==> src/rtl/arm_pipe_pkg.sv <==
// Shared types and constants for the ARMv8 pipeline stages.
package arm_pipe_pkg;

   localparam int unsigned XLEN   = 64;
   localparam int unsigned INSN_W = 32;

   localparam logic [INSN_W-1:0] NOP_INSN = 32'hD503201F;

   typedef enum logic [1:0] {
      BOOT  = 2'd0,
      REQ   = 2'd1,
      FULL  = 2'd2,
      DRAIN = 2'd3
   } fetch_state_e;

endpackage

==> src/rtl/fetch_pc_gen.sv <==
// Program counter register with hold / +4 / redirect next-pc selection.
module fetch_pc_gen
   import arm_pipe_pkg::*;
#(
   parameter logic [XLEN-1:0] RESET_PC = 64'h0
) (
   input  logic            clock,
   input  logic            reset,
   input  logic            inc,
   input  logic            load,
   input  logic [XLEN-1:0] redirect_pc,
   output logic [XLEN-1:0] pc
);

   logic [XLEN-1:0] pc_next;

   // Redirect wins over increment; targets are forced word aligned.
   always_comb begin
      pc_next = pc;
      if (load) begin
         pc_next = redirect_pc & ~XLEN'(3);
      end else if (inc) begin
         pc_next = pc + XLEN'(4);
      end
   end

   always_ff @(posedge clock or posedge reset) begin
      if (reset) begin
         pc <= RESET_PC;
      end else begin
         pc <= pc_next;
      end
   end

endmodule

==> src/rtl/if_fetch_unit.sv <==
// Instruction-fetch stage: one outstanding imem request, single-entry buffer
// feeding IF/ID, with bubbles on empty buffer or redirect squash.
module if_fetch_unit
   import arm_pipe_pkg::*;
#(
   parameter logic [XLEN-1:0]   RESET_PC = 64'h0,
   parameter logic [INSN_W-1:0] NOP_INSN = arm_pipe_pkg::NOP_INSN
) (
   input  logic              clock,
   input  logic              reset,
   input  logic              stall,
   input  logic              redirect,
   input  logic [XLEN-1:0]   redirect_pc,
   output logic              imem_req,
   output logic [XLEN-1:0]   imem_addr,
   input  logic              imem_ack,
   input  logic [INSN_W-1:0] imem_rdata,
   output logic              if_wren,
   output logic [XLEN-1:0]   if_pc,
   output logic [XLEN-1:0]   if_pc_link,
   output logic [INSN_W-1:0] if_instruction
);

   fetch_state_e      state;
   fetch_state_e      state_next;
   logic [XLEN-1:0]   pc;
   logic [XLEN-1:0]   addr_q;
   logic [XLEN-1:0]   buf_pc;
   logic [INSN_W-1:0] buf_insn;
   logic              pc_inc;
   logic              pc_load;
   logic              buf_load;
   logic              show;

   fetch_pc_gen #(
      .RESET_PC (RESET_PC)
   ) u_pc_gen (
      .clock       (clock),
      .reset       (reset),
      .inc         (pc_inc),
      .load        (pc_load),
      .redirect_pc (redirect_pc),
      .pc          (pc)
   );

   always_ff @(posedge clock or posedge reset) begin
      if (reset) begin
         state <= BOOT;
      end else begin
         state <= state_next;
      end
   end

   always_comb begin
      state_next = state;
      pc_inc     = 1'b0;
      pc_load    = 1'b0;
      buf_load   = 1'b0;
      case (state)
         BOOT: begin
            state_next = REQ;
         end
         REQ: begin
            pc_load = redirect;
            if (imem_ack) begin
               buf_load   = !redirect;
               pc_inc     = !redirect;
               state_next = redirect ? REQ : FULL;
            end else if (redirect) begin
               state_next = DRAIN;
            end
         end
         FULL: begin
            pc_load = redirect;
            if (redirect || !stall) begin
               state_next = REQ;
            end
         end
         DRAIN: begin
            // Later redirects only retarget pc; the stale response is still owed.
            pc_load = redirect;
            if (imem_ack) begin
               state_next = REQ;
            end
         end
         default: begin
            state_next = BOOT;
         end
      endcase
   end

   // addr_q remembers the in-flight address so DRAIN keeps it stable after pc moves.
   always_ff @(posedge clock or posedge reset) begin
      if (reset) begin
         buf_insn <= NOP_INSN;
         buf_pc   <= '0;
         addr_q   <= '0;
      end else begin
         if (buf_load) begin
            buf_insn <= imem_rdata;
            buf_pc   <= pc;
         end
         if (state == REQ) begin
            addr_q <= pc;
         end
      end
   end

   assign imem_req  = (state == REQ) || (state == DRAIN);
   assign imem_addr = (state == DRAIN) ? addr_q :
                      (state == REQ)   ? pc     : '0;

   assign show           = (state == FULL) && !redirect;
   assign if_instruction = show ? buf_insn : NOP_INSN;
   assign if_pc          = show ? buf_pc : '0;
   assign if_pc_link     = show ? buf_pc + XLEN'(4) : '0;
   assign if_wren        = (state != BOOT) && (redirect || !stall);

endmodule
==> config.mk <==
export PLATFORM = sky130hd
export DESIGN_NAME = if_fetch_unit
export DESIGN_NICKNAME = d
export VERILOG_FILES = /design/src/rtl/arm_pipe_pkg.sv /design/src/rtl/fetch_pc_gen.sv /design/src/rtl/if_fetch_unit.sv
export SDC_FILE = /design/constraint.sdc
export NUM_CORES = 1
export LEC_CHECK = 0
export BUFFER_PORTS_ARGS = -buffer_cell sky130_fd_sc_hd__buf_4
export CAP_MARGIN = 25
export CORE_MARGIN = 5
export CORE_UTILIZATION = 54
export DETAILED_ROUTE_END_ITERATION = 6
export PLACE_DENSITY = 0.87
export SETUP_SLACK_MARGIN = 0.15
export SLEW_MARGIN = 20
export SYNTH_ARGS = -nofsm -noshare
export SYNTH_HDL_FRONTEND = slang
export SYNTH_SLANG_ARGS = --single-unit
==> constraint.sdc <==
create_clock -name clock -period 7 [get_ports clock]
set_input_delay 0.35 -clock clock [delete_from_list [all_inputs] [get_ports clock]]
set_output_delay 0.35 -clock clock [all_outputs]
set_load 0.005 [all_outputs]
**After elaboration in Yosys (flattened, before gate mapping)**

Index checks and enable logic that the tools add are counted.

- Add/subtract/negate cells: 2
- Equal/unequal tests: 6
- Mux-type cells: 16
- Reduce and logical (&&, ||, !) cells: 11

Operators by type and width:

| operator | number |
|---|---|
| $mux 64 | 6 |
| $add 64x3->64 const B | 2 |
| $mux 32 | 1 |
| $mux 2 | 5 |
| $pmux 2 s4 | 1 |
| $eq 2x2->1 const B | 2 |
| $ne 2x2->1 const B | 2 |
| $reduce_bool 2->1 | 2 |
| $mux 1 | 3 |
| $ne 3x3->1 const B | 1 |
| $reduce_and 3->1 | 1 |
| $reduce_or 3->1 | 1 |
| $eq 2x1->1 const B | 1 |
| $logic_and 1x1->1 | 2 |
| $logic_not 1->1 | 2 |
| $logic_not 2->1 | 1 |
| $logic_or 1x1->1 | 2 |

- Flip-flop bits (word level): 226
- Output and inout port bits: 226

**Logic depth before layout (Yosys ltp)**

Gate-level depths: netlist of the first run.

- Depth after elaboration: 5
- Mapped depth: 9
- Mapped depth without buffers: 6

**By module**

A second synthesis of the first run with hierarchy kept.

- Cells, all modules: 1310
- Area, all modules: 13250.2 µm²

By module, submodules not included:

| module | instances | cells an instance | area an instance (µm²) | seq. area each (µm²) |
|---|---|---|---|---|
| if_fetch_unit | 1 | 894 | 9502.9 | 4070.2 |
| fetch_pc_gen | 1 | 416 | 3747.3 | 1551.5 |

**Worst setup path after synthesis of the first run**

Ideal clock, no wire load.

- Path kind: register to output
- Start point: register buf_pc[12]
- End point: output if_pc_link[42]
- Data arrival time: 2.328 ns
- Data required time: 6.650 ns
- Path slack: 4.322 ns
- Stages on the path, launching flop included: 8
- Path buffers: 2
- Path through: dfrtp_1 nand4_2 or4_4 buf_6 or4_4 buf_6 or3_1 a21oi_1

- Word-level cells in the longest chain between the ends: 2

RTL lines:

| item | line | RTL |
|---|---|---|
| start: declaration | if_fetch_unit.sv:28 | `logic [XLEN-1:0] buf_pc;` |
| start signal: assignment | if_fetch_unit.sv:101 | `buf_pc <= pc;` |
| $add 64x3->64 | if_fetch_unit.sv:116 | `assign if_pc_link = show ? buf_pc + XLEN'(4) : '0;` |
| $mux 64 | if_fetch_unit.sv:116 |  |
| end: declaration | if_fetch_unit.sv:20 | `output logic [XLEN-1:0] if_pc_link,` |

Every way passes these cells.

**Final worst setup path of the first run**

- Start point: register state[1]
- End point: register u_pc_gen.pc[33]

- Word-level cells in the longest chain between the ends: 4
- Elaborated cells on any way between the ends: 8
- Classes of those cells: eq/ne: 3; mux: 3; reduce/logical: 2

RTL lines:

| item | line | RTL |
|---|---|---|
| start: declaration | if_fetch_unit.sv:24 | `fetch_state_e state;` |
| start signal: assignment | if_fetch_unit.sv:50 | `state <= state_next;` |
| $eq 2x1->1 / $eq 2x2->1 (equally long branches) | if_fetch_unit.sv:59 | `case (state)` |
| $reduce_or 3->1 (no line) | n/a |  |
| $mux 1 | if_fetch_unit.sv:59 |  |
| $mux 64 / $reduce_bool 2->1 (equally long branches) | n/a |  |
| end signal: assignment | fetch_pc_gen.sv:31 | `pc <= pc_next;` |
| end: declaration | fetch_pc_gen.sv:12 | `output logic [XLEN-1:0] pc` |

Several ways; a longest one is shown, not always the timed one.
A chain may end at the register's enable or synchronous reset.

==> results.toml, run 1 <==
[status]
status = "completed"

[global_routing]
overflow = 0
antenna_found_initial = 1
grt_pass1_vias = 12143
grt_max_degree = 105
grt_usage_pct = 29.42
grt_pass1_wl_um = 67210

[setup_path]
reg2reg_slack_ns = 3.08
endpoint_kind = "flip-flop"
r2r_end = "u_pc_gen.pc[33]"
critical_path.max_fanout = 49
crit_chain = "buf_4, nand4bb_4, nor3_1, nand3_1, or4b_2, o211ai_1"
critical_path.max_stage_delay_ns = 0.81
start_kind = "flip-flop"
worst-path-buf-inv = 1
crit_family = "simple AND/OR/NAND/NOR gates"
crit_type = "flip-flop to flip-flop"
r2r_start = "state[1]"
r2r_cells = 6
crit_required_ns = 7.43
arrival_ns = 4.35
cpMaxStageDelayCell = "or4b_2"

[yosys]
synthMuxAreaShare_pct = 9.976
syn_area_um2 = 13080
synth_compound_area_share_pct = 9.307
synth_edf_count = 0
synth_seq_area_share_pct = 42.21
ys_ff_latch = 220
async_flop_share_pct = 100.0
yosys.cell_types.count = 59
synth.avg_cell_area_um2 = 8.505
synth-simple-area-share_pct = 30.93
synthCells = 1538
synth_warnings = 0
synth-xor-area-share_pct = 2.812
synth_ff_type = "dfrtp_1"
synth_top_family_by_area = "simple AND/OR/NAND/NOR gates"
synthAdderAreaFrac_pct = 0.1913

[power]
peakVddDrop_mv = 0.2398
p_total_mw = 4.617
power_density_nw_per_um2 = 281.6
p_leak_nw = 7.326

[die]
die_area_um2 = 27440
die_w_um = 165.6
pin_count = 327
initial_core_util_pct = 54.27
core_area_um2 = 24110
die_h_um = 165.6
row_count = 57

[clocking]
tritoncts = "yes"
post_cts_buffers = 0
clk_pin_slew_ns = 0.06
cts_buffers = 25
clock_latency_ns = 0.52
clkSinkCount = 220
htree_levels = 1
clockRootBuffer = "clkbuf_16"
clockBufferDepth = 3

[job]
cap_violations = 0

[sta]
fin_ws_ns = 3.082
setup_viol = 0
period_share_pct = 55.97
finalHoldViolations = 0
setup_tns_ns = 0
min_period_ns = 3.918
fin_skew_ns = 0.01255
relSlewSlack_pct = 34.57
holdWs_ns = 0.02597
fmax_mhz = 255.2
drv_slew = 0
rsz0062_at_grt = "no"
tightest_slew_ns = 0.9815

[worst_hold_path]
hp-class = "input port to flip-flop"
min-delay-start = "stall"
hold_end = "state[0]"
whs_path_depth = 2

[finish]
n_antenna_cell = 0
final_util_pct = 68.01
num-fill-cells = 1896
layout_common_cells = "buf_4, nand2_1, dfrtp_1"
final_common_cell = "buf_4"
syn2layout_area_growth_pct = 25.33
drive_gt1_share_pct = 25.82
nets = 1886

[drt]
totalWireLength_um = 42170
drc = 0
drtAntennaViolNets = 0
via_per_inst = 6.013
drtPass1Iterations = 6
wl_per_cell_um = 19.84
first_iter_violations = 1593
vias = 12778

[place]
io_buffers = 318
place.gp.congestion = 0.8955
dpl_worst_slack_ns = 3.220
dp_hpwl_um = 30130
==> kinds of logic after synthesis <==
kind of cell | after synthesis
compound gates | 198
xor+xnor | 42
fa+ha+maj | 2
buf+inv | 146
flops | 220
mux | 123
other cells | 1
simple gates | 806
==> worst max path at each step <==
| stage | start | end | slack, ns | depth (start not counted) |
|---|---|---|---|---|
| 6_report | state[1] | u_pc_gen.pc[33] | 3.08 | 6 |
| 5_1_grt | state[1] | u_pc_gen.pc[33] | 2.91 | 6 |
| 4_1_cts | state[1] | u_pc_gen.pc[33] | 3.16 | 6 |
| 3_5_place_dp | state[1] | u_pc_gen.pc[33] | 3.22 | 6 |
| 3_3_place_gp | state[1] | u_pc_gen.pc[33] | 3.33 | 6 |
| 2_1_floorplan | reset | addr_q[10] | 0.65 | 1 |
==> cells in the mapped netlist, types with 3 or more instances <==
cell      instances  share of area (%)
nand2_1         323                9.3
dfrtp_1         207                 40
nor2_1           99                2.8
clkbuf_1         97                2.8
o21ai_0          80                3.1
and2_1           74                3.5
mux2i_1          64                4.9
nor2b_1          63                3.0
mux2_2           59                5.1
nand3_1          47                1.8
nand4_1          46                2.2
a21oi_1          33                1.3
xnor2_1          31                2.1
or3_1            26                1.2
or4_1            25                1.4
inv_1            24               0.69
nor3_1           23               0.88
nor4_1           18               0.86
a31oi_1          16               0.77
nand2b_1         16               0.77
and4_1           15                1.0
o211ai_1         14               0.80
o31ai_1          14               0.80
dfstp_2          13                2.6
o311ai_0         12               0.80
and3_1           11               0.53
buf_1            11               0.32
xor2_1           11               0.74
a22oi_1           9               0.52
buf_4             7               0.40
nor3b_1           4               0.23
a311oi_1          3               0.20
buf_2             3               0.11
or4b_2            3               0.23
==> flip-flops by register name, indices dropped and copies added (netlist names) <==
signal       flops
addr_q          62
buf_insn        32
buf_pc          62
state            2
u_pc_gen.pc     62
==> through the flow <==
step                      cell area (µm²)  std cells
after global placement              15560       2079
after detailed placement            15560       2079
after global routing                16390       2125
after CTS                           16390       2125
final                               16390       2125
after floorplan                     13100       1543
==> layout make-up <==
cell class                      instances  area [µm²]  share of cell area (%)
Multi-Input combinational cell       1177        7027                   42.86
Sequential cell                       220        5527                   33.71
Timing Repair Buffer                  334        2510                   15.31
Clock buffer                           38       754.5                   4.602
Tap cell                              324       405.4                   2.473
Inverter                               25       101.3                  0.6182
Clock inverter                          7       70.07                  0.4274
==> power by group <==
group          internal [mW]  total, mW  switching [mW]
Sequential              1.65       2.09           0.441
Combinational          0.624       1.22           0.600
Clock                  0.780       1.31           0.526
Total                   3.05       4.62            1.57
==> layer usage <==
layer  track usage [%]  share of wire [%]  vias to the layer above
met5                 0                  0                        -
met4             9.792                3.7                        0
met3             4.457                9.0                      119
met2             45.83                 46                      702
met1             42.43                 41                     6143
li1                  -                  -                     5814
==> worst register-to-register path: cells and delay by family (launching register included) <==
| kind | cells | cell delay (ns) |
|---|---|---|
| compound gates | 1 | 0.11 |
| buf+inv | 1 | 0.45 |
| flops | 1 | 0.66 |
| simple gates | 4 | 2.62 |
==> repair_timing <==
| action | in CTS | in global routing |
|---|---|---|
| hold buffers | 1 | 0 |
| endpoints found under the hold margin | 5 | 0 |
| gates resized for setup | 0 | 0 |
| setup endpoints to repair | 0 | 0 |
No activity file was read; power rests on OpenSTA's default activity.
==> run 2, diff against run 1 <==
- clock period: 7 -> 3.71 ns (I/O delays scaled with it)
==> run 2 against run 1 <==
  * Non-clock buffer count up 100
  * Worst setup slack worse by 2.8 ns
  * Design area up 6.5%
  * Die area unchanged
  * Core utilization up 4.4 points
  * Wire length up 7.6%
  * Sequential power up 88%
  * Critical path depth unchanged
  * Flip-flop and latch count unchanged
  * Count of clock-buffer cells in the layout down 5
  * Via count up 5.0%
  * Clock power up 94%
  * Largest power group unchanged
==> results.toml, run 2 (synthesis results as in run 1) <==
[drt]
drc = 0
wl_per_cell_um = 20.39
first_iter_violations = 1759
drtAntennaViolNets = 0
totalWireLength_um = 45370
drtPass1Iterations = 6
via_per_inst = 6.033
vias = 13423

[sta]
rsz0062_at_grt = "no"
setup_tns_ns = 0
setup_viol = 0
drv_slew = 0
tightest_slew_ns = 0.9885
fmax_mhz = 292.7
relSlewSlack_pct = 34.10
min_period_ns = 3.416
finalHoldViolations = 0
fin_skew_ns = 0.01005
period_share_pct = 92.08

[finish]
reg_top3 = "addr_q: 62 flops, buf_pc: 62 flops, u_pc_gen.pc: 62 flops"
drive_gt1_share_pct = 25.05
nets = 1985
multi_input_area_um2 = 7030
fin_area_um2 = 17460
layout_common_cells = "buf_4, nand2_1, dfrtp_1"
seqCellArea_um2 = 5527
syn2layout_area_growth_pct = 33.44
num-fill-cells = 1698
final_common_cell = "buf_4"

[die]
core_area_um2 = 24110
pin_count = 327
die_w_um = 165.6
initial_core_util_pct = 54.27
die_h_um = 165.6
die_area_um2 = 27440
row_count = 57

[power]
combPwrFrac_pct = 27.8
power_frac_clock_pct = 28.4
power_density_nw_per_um2 = 512.9
p_seq_share_pct = 43.8
swShare_pct = 34.10
peakVddDrop_mv = 0.3784
switchingPower_mw = 3.053
p_int_mw = 5.901
p_leak_nw = 7.770

[place]
placed_area_um2 = 15680
dp_hpwl_um = 30520
io_buffers = 318
place.gp.congestion = 0.9564

[setup_path]
crit_chain = "nand4_2, or4_4, or4_4, or3_1, a21oi_1, buf_4"
r2r_start = "state[0]"
crit_required_ns = 3.52
cpMaxStageDelayCell = "or4_4"
crit_type = "flip-flop to output pin"
start_kind = "flip-flop"
r2r_end = "u_pc_gen.pc[60]"
arrival_ns = 3.23
critPathMostFrequentCell = "or4_4"
r2r_cells = 5
crit_path_end = "if_pc_link[48]"
critical_path.max_fanout = 18
endpoint_kind = "output pin"
critical_path.max_stage_delay_ns = 0.67
crit_start = "buf_pc[12]"
reg2reg_slack_ns = 0.69

[clocking]
tritoncts = "yes"
clk_pin_slew_ns = 0.06
clkSinkCount = 220
clock_latency_ns = 0.51
htree_levels = 1
post_cts_buffers = 0
clockRootBuffer = "clkbuf_16"
cts_buffers = 24
clockBufferDepth = 3

[global_routing]
grt_max_degree = 133
overflow = 0
grt_pass1_wl_um = 71390
grt_pass1_vias = 13018
antenna_found_initial = 0
grt_usage_pct = 31.33

[worst_hold_path]
hp-class = "input port to flip-flop"

[status]
status = "completed"

[job]
cap_violations = 0
## run 2: changes by cell type in the layout (fill, tap and decap cells not counted), moves of 2 or more
| cell | previous run | this run |
|---|---|---|
| buf_12 | 0 | 5 |
| clkbuf_1 | 5 | 3 |
| clkinvlp_4 | 0 | 3 |
| inv_8 | 2 | 0 |
| buf_4 | 333 | 337 |
| clkinv_2 | 4 | 6 |
| dlygate4sd3_1 | 1 | 91 |
| clkbuf_8 | 8 | 5 |
| bufinv_16 | 1 | 3 |
## run 2: cell type report
type | instances | share of cell area [%]
Multi-Input combinational cell | 1177 | 40.28
Clock inverter | 11 | 0.7741
Timing Repair Buffer | 434 | 20.35
Tap cell | 324 | 2.322
Clock buffer | 33 | 4.043
Inverter | 25 | 0.5591
Sequential cell | 220 | 31.66
Antenna cell | 1 | 0.01434
## run 2: worst min path at each step
stage / startpoint / end / depth (start not counted)
6_report: redirect_pc[57] / u_pc_gen.pc[57] / 3
5_1_grt: redirect_pc[62] / u_pc_gen.pc[62] / 4
4_1_cts: redirect_pc[28] / u_pc_gen.pc[28] / 3
3_5_place_dp: reset / buf_pc[50] / 3
3_3_place_gp: imem_rdata[18] / buf_insn[18] / 3
2_1_floorplan: imem_rdata[0] / buf_insn[0] / 2
## run 2: critical path, delay by kind of cell (launching register included)
kind,cells,cell delay [ns]
DFF,1,0.51
and+or+nand+nor,4,1.84
buffers and inverters,1,0.15
AOI/OAI and AO/OA,1,0.22
## run 2: per-stage QoR
stage	total power, mW	cells	hold slack, ns	worst slack, ns	utilization [%]
final	8.954	2225	0.01623	0.2940	72.41
after global routing	9.414	2224	0.01658	0.1894	72.40
after CTS	8.847	2223	0.0009240	0.2915	72.33
after detailed placement	6.240	2088	0.3796	0.7726	65.06
after global placement	6.101	2088	0.3762	0.8340	65.06
after floorplan	5.166	1543	0.2685	0.6670	-
## run 2: routing by layer
metal	global-route usage (%)	wire length [µm]	share of wire (%)	up-vias
li1	-	-	-	5996
met5	0	0	0	-
met2	49.24	20810	46	894
met3	4.838	4233	9.3	163
met1	43.88	18240	40	6370
met4	12.52	2084	4.6	0
## run 2: timing repair
action | in CTS | in global routing
setup endpoints to repair | 0 | 1
hold buffers | 91 | 0
gates resized for setup | 0 | 1
hold endpoints to repair | 228 | 0
## run 2: power by group through the flow
| stage | Clock (mW) | Combinational (mW) | Sequential (mW) |
|---|---|---|---|
| global placement | 0 | 2.27 | 3.83 |
| global route | 2.67 | 2.73 | 4.01 |
| finish | 2.54 | 2.49 | 3.92 |
| CTS | 2.54 | 2.44 | 3.87 |
| floorplan | 0 | 1.59 | 3.58 |
| detailed placement | 0 | 2.34 | 3.90 |
==> run 3, diff against run 2 <==
- CORE_MARGIN: 5 -> 3
==> run 3 against run 2 <==
  * Wire length rose by 0.79%
  * Design area barely moved
  * Non-clock buffer count did not move
  * Critical path depth did not move
  * Sequential share of layout area barely moved
  * Hold slack improved by 0.0035 ns
  * Largest power group unchanged
  * Register-to-register slack got worse by 0.12 ns
  * Die area fell by 4.8%
  * Via count rose by 0.13%
  * Worst setup slack got worse by 0.023 ns
==> results.toml, run 3 (synthesis results as in run 1) <==
[clocking]
clock_latency_ns = 0.52
holdBufCountCts = 94
clkSinkCount = 220
cts.repair.resized = 0
clk_pin_slew_ns = 0.06
clockRootBuffer = "clkbuf_16"
cts_buffers = 25
tritoncts = "yes"
clockBufferDepth = 3
htree_levels = 1
post_cts_buffers = 0

[setup_path]
r2r_end = "u_pc_gen.pc[60]"
crit_type = "flip-flop to output pin"
crit_required_ns = 3.52
crit_start = "buf_pc[12]"
endpoint_kind = "output pin"
start_kind = "flip-flop"
critical_path.max_fanout = 18
crit_path_end = "if_pc_link[42]"
arrival_ns = 3.25
reg2reg_slack_ns = 0.57
r2r_start = "state[1]"
r2r_cells = 5

[finish]
final_common_cell = "buf_4"
n_antenna_cell = 0
drive_gt1_share_pct = 24.74
instances_no_fill = 2219
layout_common_cells = "buf_4, nand2_1, dfrtp_1"
final_util_pct = 73.91
reg_top3 = "addr_q: 62 flops, buf_pc: 62 flops, u_pc_gen.pc: 62 flops"
syn2layout_area_growth_pct = 33.41
fin_area_um2 = 17450
nets = 1986

[status]
status = "completed"

[sta]
fmax_mhz = 290.8
min_period_ns = 3.439
fin_ws_ns = 0.2711
period_share_pct = 92.69
drv_slew = 0
tightest_slew_ns = 0.9116
finalHoldViolations = 0
setup_viol = 0
fin_skew_ns = 0.01172
rsz0062_at_grt = "no"
holdWs_ns = 0.01973
setup_tns_ns = 0
relSlewSlack_pct = 39.23

[place]
io_buffers = 318
dp_cells = 2080
dpl_worst_slack_ns = 0.6857
dp_hpwl_um = 29720
place.gp.congestion = 0.9345
placed_area_um2 = 15670

[global_routing]
overflow = 0
grt_max_degree = 132
grt_usage_pct = 33.80
antenna_found_initial = 0
grt_pass1_wl_um = 71410
grt_pass1_vias = 12966

[die]
die_h_um = 161.6
die_w_um = 161.6
pin_count = 327
core_area_um2 = 23610
initial_core_util_pct = 55.40
row_count = 56
die_area_um2 = 26130

[power]
power_density_nw_per_um2 = 513.3
peakVddDrop_mv = 0.4401
p_leak_nw = 7.766
p_total_mw = 8.957

[drt]
wl_per_cell_um = 20.61
drtPass1Iterations = 6
via_per_inst = 6.057
totalWireLength_um = 45730
first_iter_violations = 1771
drtAntennaViolNets = 0
vias = 13440
drc = 0

[job]
cap_violations = 0

[worst_hold_path]
hp-class = "input port to flip-flop"
run 3: cell types whose count changed in the layout (fill, tap and decap cells not counted):
| cell | before | now |
|---|---|---|
| diode_2 | 1 | 0 |
| dlygate4sd3_1 | 91 | 94 |
| clkinvlp_4 | 3 | 2 |
| nor4_2 | 2 | 1 |
| buf_12 | 5 | 6 |
| clkbuf_1 | 3 | 5 |
| bufinv_16 | 3 | 2 |
| buf_6 | 1 | 0 |
| clkinv_2 | 6 | 4 |
| buf_8 | 0 | 1 |
| nor4_1 | 17 | 18 |
| clkbuf_8 | 5 | 7 |
| buf_4 | 337 | 333 |
run 3: report_power, final:
| group | switching [mW] | internal (mW) |
|---|---|---|
| sequential | 0.856 | 3.11 |
| clock | 1.01 | 1.51 |
| combinational | 1.22 | 1.26 |
| total | 3.08 | 5.87 |
run 3: critical path: stages (launching register included):
cell     delay (ns)
dfrtp_1        0.51
nand4_2        0.20
or4_4          0.67
or4_4          0.65
or3_1          0.33
a21oi_1        0.22
buf_4          0.15
run 3: worst min path at each step:
stage                            endpoint  cells past startpoint            start
after global routing      u_pc_gen.pc[62]                      4  redirect_pc[62]
after floorplan               buf_insn[0]                      2    imem_rdata[0]
after detailed placement     buf_insn[29]                      3   imem_rdata[29]
after CTS                 u_pc_gen.pc[62]                      4  redirect_pc[62]
after global placement       buf_insn[12]                      3   imem_rdata[12]
final                     u_pc_gen.pc[62]                      4  redirect_pc[62]
run 3: area by class of cell:
cell class	count	area, µm²
Multi-Input combinational cell	1177	7024
Fill cell	1614	6161
Sequential cell	220	5527
Timing Repair Buffer	434	3576
Clock buffer	37	740.7
Tap cell	319	399.1
Inverter	25	97.59
Clock inverter	7	87.58
run 3: metal layers:
| layer | vias to the layer above | GRT usage (%) | routed length [µm] |
|---|---|---|---|
| met2 | 906 | 53.89 | 20910 |
| met4 | 0 | 13.57 | 2189 |
| met5 | - | 0 | 0 |
| met3 | 172 | 5.463 | 4715 |
| li1 | 6022 | - | - |
| met1 | 6340 | 46.45 | 17920 |
